$ cat config.mk
export PLATFORM = sky130hd
export DESIGN_NAME = alu_seq_exec
export DESIGN_NICKNAME = d
export VERILOG_FILES = /design/src/rtl/alu_pkg.sv /design/src/rtl/alu_comb.sv /design/src/rtl/alu_seq_exec.sv
export SDC_FILE = /design/constraint.sdc
export NUM_CORES = 1
export LEC_CHECK = 0
export CORE_ASPECT_RATIO = 1.1
export CORE_UTILIZATION = 56
export DETAILED_ROUTE_END_ITERATION = 7
export PLACE_DENSITY = 0.82
export SYNTH_ARGS = -nofsm -noshare
export SYNTH_HDL_FRONTEND = slang
export SYNTH_HIERARCHICAL = 1
export SYNTH_SLANG_ARGS = --single-unit
$ cat constraint.sdc
create_clock -name clk -period 7.4 [get_ports clk]
set_input_delay 1.48 -clock clk [delete_from_list [all_inputs] [get_ports clk]]
set_output_delay 1.48 -clock clk [all_outputs]
set_load 0.1 [all_outputs]
$ cat src/rtl/alu_pkg.sv
// -----------------------------------------------------------------------------
// alu_pkg
// Shared definitions for the EX-stage ALU.
//   - 4-bit operation codes (the same values ALU control drives)
//   - State encoding of the sequential execute unit
//   - is_shift_op(): true for the ops that take the serial shift path
// -----------------------------------------------------------------------------
package alu_pkg;

  localparam logic [3:0] ALU_AND  = 4'b0000;
  localparam logic [3:0] ALU_OR   = 4'b0001;
  localparam logic [3:0] ALU_ADD  = 4'b0010;
  localparam logic [3:0] ALU_XOR  = 4'b0011;
  localparam logic [3:0] ALU_SLL  = 4'b0100;
  localparam logic [3:0] ALU_SUB  = 4'b0110;
  localparam logic [3:0] ALU_SLT  = 4'b0111;
  localparam logic [3:0] ALU_SLTU = 4'b1000;
  localparam logic [3:0] ALU_SRL  = 4'b1010;
  localparam logic [3:0] ALU_NOR  = 4'b1100;
  localparam logic [3:0] ALU_SRA  = 4'b1101;

  typedef enum logic [1:0] {
    ST_IDLE  = 2'b00,
    ST_SHIFT = 2'b01,
    ST_DONE  = 2'b10
  } state_t;

  function automatic logic is_shift_op(input logic [3:0] op);
    return (op == ALU_SLL) || (op == ALU_SRL) || (op == ALU_SRA);
  endfunction

endpackage

$ cat src/rtl/alu_comb.sv
// -----------------------------------------------------------------------------
// alu_comb
// Purely combinational single-cycle ALU operations.
// Ports:
//   op  in  4     operation code
//   a   in  XLEN  operand A
//   b   in  XLEN  operand B
//   y   out XLEN  result; 0 for shift codes and unknown codes
// -----------------------------------------------------------------------------
module alu_comb
  import alu_pkg::*;
#(
  parameter int XLEN = 32
) (
  input  logic [3:0]      op,
  input  logic [XLEN-1:0] a,
  input  logic [XLEN-1:0] b,
  output logic [XLEN-1:0] y
);

  logic lt_s;
  logic lt_u;

  assign lt_s = $signed(a) < $signed(b);
  assign lt_u = a < b;

  always_comb begin
    y = '0;
    case (op)
      ALU_AND:  y = a & b;
      ALU_OR:   y = a | b;
      ALU_ADD:  y = a + b;
      ALU_XOR:  y = a ^ b;
      ALU_SUB:  y = a - b;
      ALU_SLT:  y = {{(XLEN-1){1'b0}}, lt_s};
      ALU_SLTU: y = {{(XLEN-1){1'b0}}, lt_u};
      ALU_NOR:  y = ~(a | b);
      default:  y = '0;
    endcase
  end

endmodule

$ cat src/rtl/alu_seq_exec.sv
// -----------------------------------------------------------------------------
// alu_seq_exec
// EX-stage execute unit. Logic/arithmetic ops finish in one cycle; shifts
// iterate one bit position per cycle through a working register.
// Ports:
//   clk, rst          clock, synchronous active-high reset
//   in_valid/in_ready input handshake (in_ready high only in IDLE)
//   ALUctrl           operation code (sampled only on accept)
//   op_a, op_b        operands; shift amount is op_b[SHW-1:0]
//   out_valid/out_ready output handshake
//   result, zero      registered result and result==0 flag
//
// Handshake: a transfer happens on a rising edge where valid and ready are
// both high. in_valid/ALUctrl/op_a/op_b matter only on the accepting edge;
// result/zero are stable for as long as out_valid is high and out_ready low.
// -----------------------------------------------------------------------------
module alu_seq_exec
  import alu_pkg::*;
#(
  parameter int XLEN = 32,
  parameter int SHW  = $clog2(XLEN)
) (
  input  logic            clk,
  input  logic            rst,
  input  logic            in_valid,
  output logic            in_ready,
  input  logic [3:0]      ALUctrl,
  input  logic [XLEN-1:0] op_a,
  input  logic [XLEN-1:0] op_b,
  output logic            out_valid,
  input  logic            out_ready,
  output logic [XLEN-1:0] result,
  output logic            zero
);

  state_t          state;
  state_t          state_next;
  logic [3:0]      op_q;
  logic [XLEN-1:0] work_q;
  logic [XLEN-1:0] work_step;
  logic [XLEN-1:0] comb_y;
  logic [XLEN-1:0] imm_y;
  logic [SHW-1:0]  cnt_q;
  logic [SHW-1:0]  shamt;
  logic            accept;
  logic            start_shift;
  logic            last_step;

  alu_comb #(.XLEN(XLEN)) u_comb (
    .op (ALUctrl),
    .a  (op_a),
    .b  (op_b),
    .y  (comb_y)
  );

  assign shamt       = op_b[SHW-1:0];
  assign accept      = (state == ST_IDLE) && in_valid;
  assign start_shift = is_shift_op(ALUctrl) && (shamt != '0);
  assign last_step   = (state == ST_SHIFT) && (cnt_q == SHW'(1));
  // A shift by zero is just op_a, so it rides the single-cycle path.
  assign imm_y       = is_shift_op(ALUctrl) ? op_a : comb_y;

  // One-position shift of the working register, direction from the captured op.
  always_comb begin
    work_step = work_q >> 1;
    case (op_q)
      ALU_SLL: work_step = work_q << 1;
      ALU_SRA: work_step = {work_q[XLEN-1], work_q[XLEN-1:1]};
      default: work_step = work_q >> 1;
    endcase
  end

  // FSM: state register
  always_ff @(posedge clk) begin
    if (rst) state <= ST_IDLE;
    else     state <= state_next;
  end

  // FSM: next state
  always_comb begin
    state_next = state;
    case (state)
      ST_IDLE:  if (in_valid) state_next = start_shift ? ST_SHIFT : ST_DONE;
      ST_SHIFT: if (last_step) state_next = ST_DONE;
      ST_DONE:  if (out_ready) state_next = ST_IDLE;
      default:  state_next = ST_IDLE;
    endcase
  end

  // FSM: outputs
  always_comb begin
    in_ready  = (state == ST_IDLE);
    out_valid = (state == ST_DONE);
  end

  // Datapath: operation capture, shift iteration, result load.
  always_ff @(posedge clk) begin
    if (rst) begin
      op_q   <= '0;
      work_q <= '0;
      cnt_q  <= '0;
      result <= '0;
      zero   <= 1'b0;
    end else begin
      if (accept) begin
        op_q <= ALUctrl;
        if (start_shift) begin
          work_q <= op_a;
          cnt_q  <= shamt;
        end else begin
          result <= imm_y;
          zero   <= (imm_y == '0);
        end
      end
      if (state == ST_SHIFT) begin
        work_q <= work_step;
        cnt_q  <= cnt_q - SHW'(1);
        if (last_step) begin
          result <= work_step;
          zero   <= (work_step == '0);
        end
      end
    end
  end

endmodule

Word level (Yosys, flattened, before mapping)
Index checks and enable logic that the tools add are counted.

word-level totals
  bits in registers = 76
  input port bits = 72
  output and inout port bits = 35

cells by class
  $add $sub $neg = 3
  magnitude comparators = 2
  equal/unequal tests = 18
  muxes and demuxes = 22
  bitwise logic cells = 4
  reductions and logical operators = 14

operators with widths
  operator             count
  $mux 32              8
  $pmux 32 s8          1
  $logic_not 32->1     2
  $lt 32x32->1         2
  $pmux 32 s2          1
  $add 32x32->32       1
  $and 32x32->32       1
  $not 32->32          1
  $or 32x32->32        1
  $sub 32x32->32       1
  $xor 32x32->32       1
  $eq 4x4->1 const B   5
  $eq 4x3->1 const B   4
  $mux 5               3
  $eq 4x2->1 const B   2
  $mux 2               4
  $pmux 2 s3           1
  $eq 5x1->1 const B   1
  $reduce_bool 5->1    1
  $sub 5x1->5 const B  1
  $eq 4x1->1 const B   1
  $logic_not 4->1      1
  $mux 1               4
  $ne 2x2->1 const B   2
  9 further kinds      13

Logic depth before layout (Yosys ltp)
  depth after elaboration = 9
  depth in mapped cells = 18
  mapped depth without buffers = 18

Modules after synthesis
The synthesis kept the hierarchy.

by module, submodules not included
  module        times used  cells an instance  area each (µm²)
  alu_comb      1           822                5340.1
  alu_seq_exec  1           624                4927.2

Worst setup path after synthesis
No wires, ideal clock.

  path kind = in2reg
  start point = input port op_a[0]
  end point = register zero
  arrival = 4.711 ns
  setup slack = 2.631 ns
  cell stages on the path = 17
  path buffers = 0
  cells stage by stage = inv_1 -> ha_1 -> fa_1 -> o21ba_1 -> nor4_1 -> or3_4 -> a21oi_1 -> o31ai_1 -> o41a_1 -> o31a_1 -> o311ai_2 -> a32o_1 -> a32o_1 -> a211oi_1 -> nand4_1 -> nor4_1 -> a31o_2

RTL lines
  item                                              line                            RTL
  start: declaration                                alu_seq_exec.sv:28              input logic [XLEN-1:0] op_a,
  $sub 32x32->32 or $add 32x32->32 (tied branches)  alu_comb.sv:34, alu_comb.sv:32
  $pmux 32 s8 *                                     alu_comb.sv:29                  case (op)
  net comb_y[26]                                    alu_seq_exec.sv:41              logic [XLEN-1:0] comb_y;
  $mux 32 *                                         alu_seq_exec.sv:61              assign imm_y = is_shift_op(ALUctrl) ? op_a : comb_y;
  $logic_not 32->1 *                                alu_seq_exec.sv:112             zero <= (imm_y == '0);
  $mux 1 *                                          alu_seq_exec.sv:107             if (start_shift) begin
  $mux 1 *                                          alu_seq_exec.sv:105             if (accept) begin
  $mux 1                                            alu_seq_exec.sv:118             if (last_step) begin
  $mux 1 *                                          alu_seq_exec.sv:115             if (state == ST_SHIFT) begin
  end signal: assignment                            alu_seq_exec.sv:112
  end signal: assignment                            alu_seq_exec.sv:120             zero <= (work_step == '0);
  end: declaration                                  alu_seq_exec.sv:33              output logic zero

Mark *: on every way through the listed nets, which the timed path passes. The rest lies on a longest branch.
A chain may end at the register's enable or synchronous reset.

Worst setup path in the final report
  start point = input port op_a[11]
  end point = register zero

Same word-level chain as after synthesis.

==> summary.txt <==
Clk sinks: 76
EDFF count, synth: 0
IO buf count: 106
CP max stage cell: clkdlybuf4s50_1
H-tree levels: 3
Vias in the first global route: 11120
Pins over their slew limit: 0
Xor/xnor cell area share of the yosys netlist: 0.3412%
Fin cells: 1719
CTS Root Cell: clkbuf_16
Area leader, netlist: dfxtp_1
Via count: 12030
Worst-path cell chain: clkdlybuf4s50_1 > inv_1 > ha_1 > or2_4 > or3_1 > o32ai_1 > a211oi_2 > nor4b_2 > o21ai_1 > a31oi_1 > xnor2_1 > o31ai_1 > a32o_1 > a211oi_1 > nand4_1 > nor4_1 > a31o_2
Hold Crit Class: reg -> reg
Post-synthesis compound-gate area fraction: 34.05%
Gr ovfl total: 0
Core Region: 17800 um^2
Post-CTS setup repair buffer count: 0
GP Congestion: 1.005
Cell variety after synth: 85
Num CTS Buffers: 9
Post-Syn Area per Cell: 7.101 um^2
PD cells: 155.8 nW/um^2
Yosys warns: 6
DP Worst Slack: 1.291 ns
Worst-margin pin slew: 1.337 ns
Cts repair resizes: 0
Final setup vio count: 0
Synth Area in Simple Gates: 23.93%
Synth-to-Final Area Change: 13.72%
Yosys reg bits: 76
Cell count after synthesis: 1446
Reg clk slew, reported paths: 0.06 ns
Die Y: 144.0 um
Worst skew pair latency: 0.34 ns
CP delay by family, top: compound AO/OA/AOI/OAI gates
Max Cap Viol: 0
DR vias/cell: 6.997
Initial DRC Count: 1802
Synth area leaders: dfxtp_1 (15%), ha_1 (12%), nor2_1 (6.0%), a21oi_1 (5.7%), a211oi_1 (4.7%)
Final Hold Fails: 0
Clock Skew: 0.006156 ns
Initial Util: 57.67%
Main flop type after synthesis: dfxtp_1
WP data required: 7.68 ns
Layout cells sized above 1: 6.009%
Final worst-path cycle share: 80.92%
Global-route wire length before repair: 59.74 mm
CTS tree: done
Largest family of logic cells by synthesized area: compound AO/OA/AOI/OAI gates
NumNets Final: 1652
Chip Width: 131.1 um
Slowest stage delay, CP: 0.76 ns
Post-route ant nets: 0
Die ar.: 18880 um^2
Hpwl dp: 28.60 mm
Reg2reg setup slack: 4.65 ns
CTS Buffer Depth: 2
Diode count: 0
Post-Route Setup TNS: 0 ns
RSZ-0062 raised after global routing: false
Largest net degree at the start of global routing: 78
Maximum fanout along the worst path: 8
Synth top area share: 14.82%
DR WL/cell: 22.48 um
CP Launch Type: input pin
Async set-reset flop share out of synthesis: 0%
WHS: 0.4738 ns
Antenna violations before repair: 0
Fin worst setup slack: 1.412 ns
CP bufs+invs: 2
Relative slew slack: 10.51%
Num rows: 51
Worst Path Arrival: 6.27 ns
Lkg Pwr: 4.516 nW
Status: finished, final reports clean
Mux contribution to synthesized area: 5.947%
Total Routed Length: 38.64 mm
Synth Area in Adders: 12.82%
Post-synth net total: 1622
Synthesized area: 10270 um^2
IO Pins: 107
# hold bufs at CTS: 0
F_max: 167.0 MHz
Worst setup EP type: flop
Peak supply drop: 0.0001954 V
Post-route minimum period: 5.988 ns
DRT Pass-1 Iters: 6
GR Util All Layers: 39.94%
Crit path kind: in -> reg
Placed Cells: 1703
Sequential fraction of the synthesis area: 14.82%
Remaining DRCs: 0
==> cell families after synthesis <==
group	Yosys count
xor+xnor	4
buf+inv	211
fa+ha+maj	104
compound gates	497
flops	76
mux	58
simple gates	496
==> routing by layer <==
| metal | global-route usage [%] | wire length, um | vias up |
|---|---|---|---|
| li1 | - | - | 5449 |
| met1 | 50.72 | 15430 | 5591 |
| met2 | 66.35 | 17160 | 817 |
| met3 | 5.082 | 3897 | 170 |
| met4 | 21.36 | 2156 | 0 |
| met5 | 0 | 0 | - |
==> placed cells by master (no fill, tap or decap), types with 25 or more instances in the layout <==
cell type        instances
dfxtp_1                 76
nand3_1                 37
nor3_1                  28
o21ai_0                 61
a21oi_1                116
a221oi_1                46
nor2_1                 163
inv_1                  101
a211oi_1                64
nand4_1                 29
nand2_1                115
a31oi_1                 25
ha_1                   102
clkdlybuf4s50_1        103
o211ai_1                36
mux2i_1                 34
==> final timing paths <==
check | end | startpoint | cells after the start
min reg2reg | op_q[2]$_SDFFE_PP0P_ | op_q[2]$_SDFFE_PP0P_ | 2
min | op_q[2]$_SDFFE_PP0P_ | op_q[2]$_SDFFE_PP0P_ | 2
max | zero$_SDFF_PP0_ | op_a[11] | 17
max reg2reg | cnt_q[3]$_SDFFE_PP0P_ | state[0]$_SDFFE_PP0P_ | 7
==> sequential cells by signal, indices dropped and copies added, names as in the netlist <==
register,count
cnt_q,5
work_q,32
state,2
op_q,4
zero,1
result,32
==> power by group <==
group | total (mW) | leakage, nW | internal [mW] | switching [mW]
clock network | 0.478 | 0.156 | 0.297 | 0.180
registers | 0.470 | 0.620 | 0.440 | 0.0299
logic | 0.871 | 3.74 | 0.290 | 0.582
==> cell type report <==
class | instances | area (um^2)
inverter | 101 | 379.1
clock inverter | 7 | 98.84
timing repair buffer | 129 | 1219
multi-input combinational | 1159 | 7935
fill | 1568 | 6127
clock buffer | 9 | 225.2
tap | 238 | 297.8
sequential | 76 | 1521
==> worst register-to-register path, delay by kind of cell (launching register included) <==
kind,cells,cell delay (ns)
flip-flops,1,0.43
AO/OA/AOI/OAI,2,0.44
buffers and inverters,1,0.30
AND/OR/NAND/NOR,4,1.51
==> cell usage after synthesis, types with 5 or more instances <==
cell	number
o21ai_0	61
mux2_2	21
nand3b_1	17
or3_1	10
a31oi_1	25
inv_1	101
o21bai_1	17
a2bb2oi_1	5
a21oi_1	116
nand2_1	115
o21a_1	5
nand3_1	37
ha_1	102
and2_1	9
a211oi_1	64
nor4_1	22
mux2i_1	34
a22oi_1	11
o221ai_1	6
o31ai_1	14
nor2b_1	9
o211ai_1	36
nand4_1	29
a221oi_1	46
o22ai_1	9
nor3_1	29
clkbuf_1	84
nand4bb_1	10
nor2_1	164
nand2b_1	20
dfxtp_1	76
a21o_1	10
a221o_1	5
a32o_1	13
buf_2	22
==> metrics by stage <==
stage	power, mW	utilization, %	cell area (um^2)
after floorplan	1.070	-	10270
after global placement	1.310	63.76	11350
after global routing	1.894	65.58	11680
after detailed placement	1.319	63.76	11350
final	1.819	65.58	11680
after CTS	1.796	65.58	11680
No activity file was read; power rests on OpenSTA's default activity.
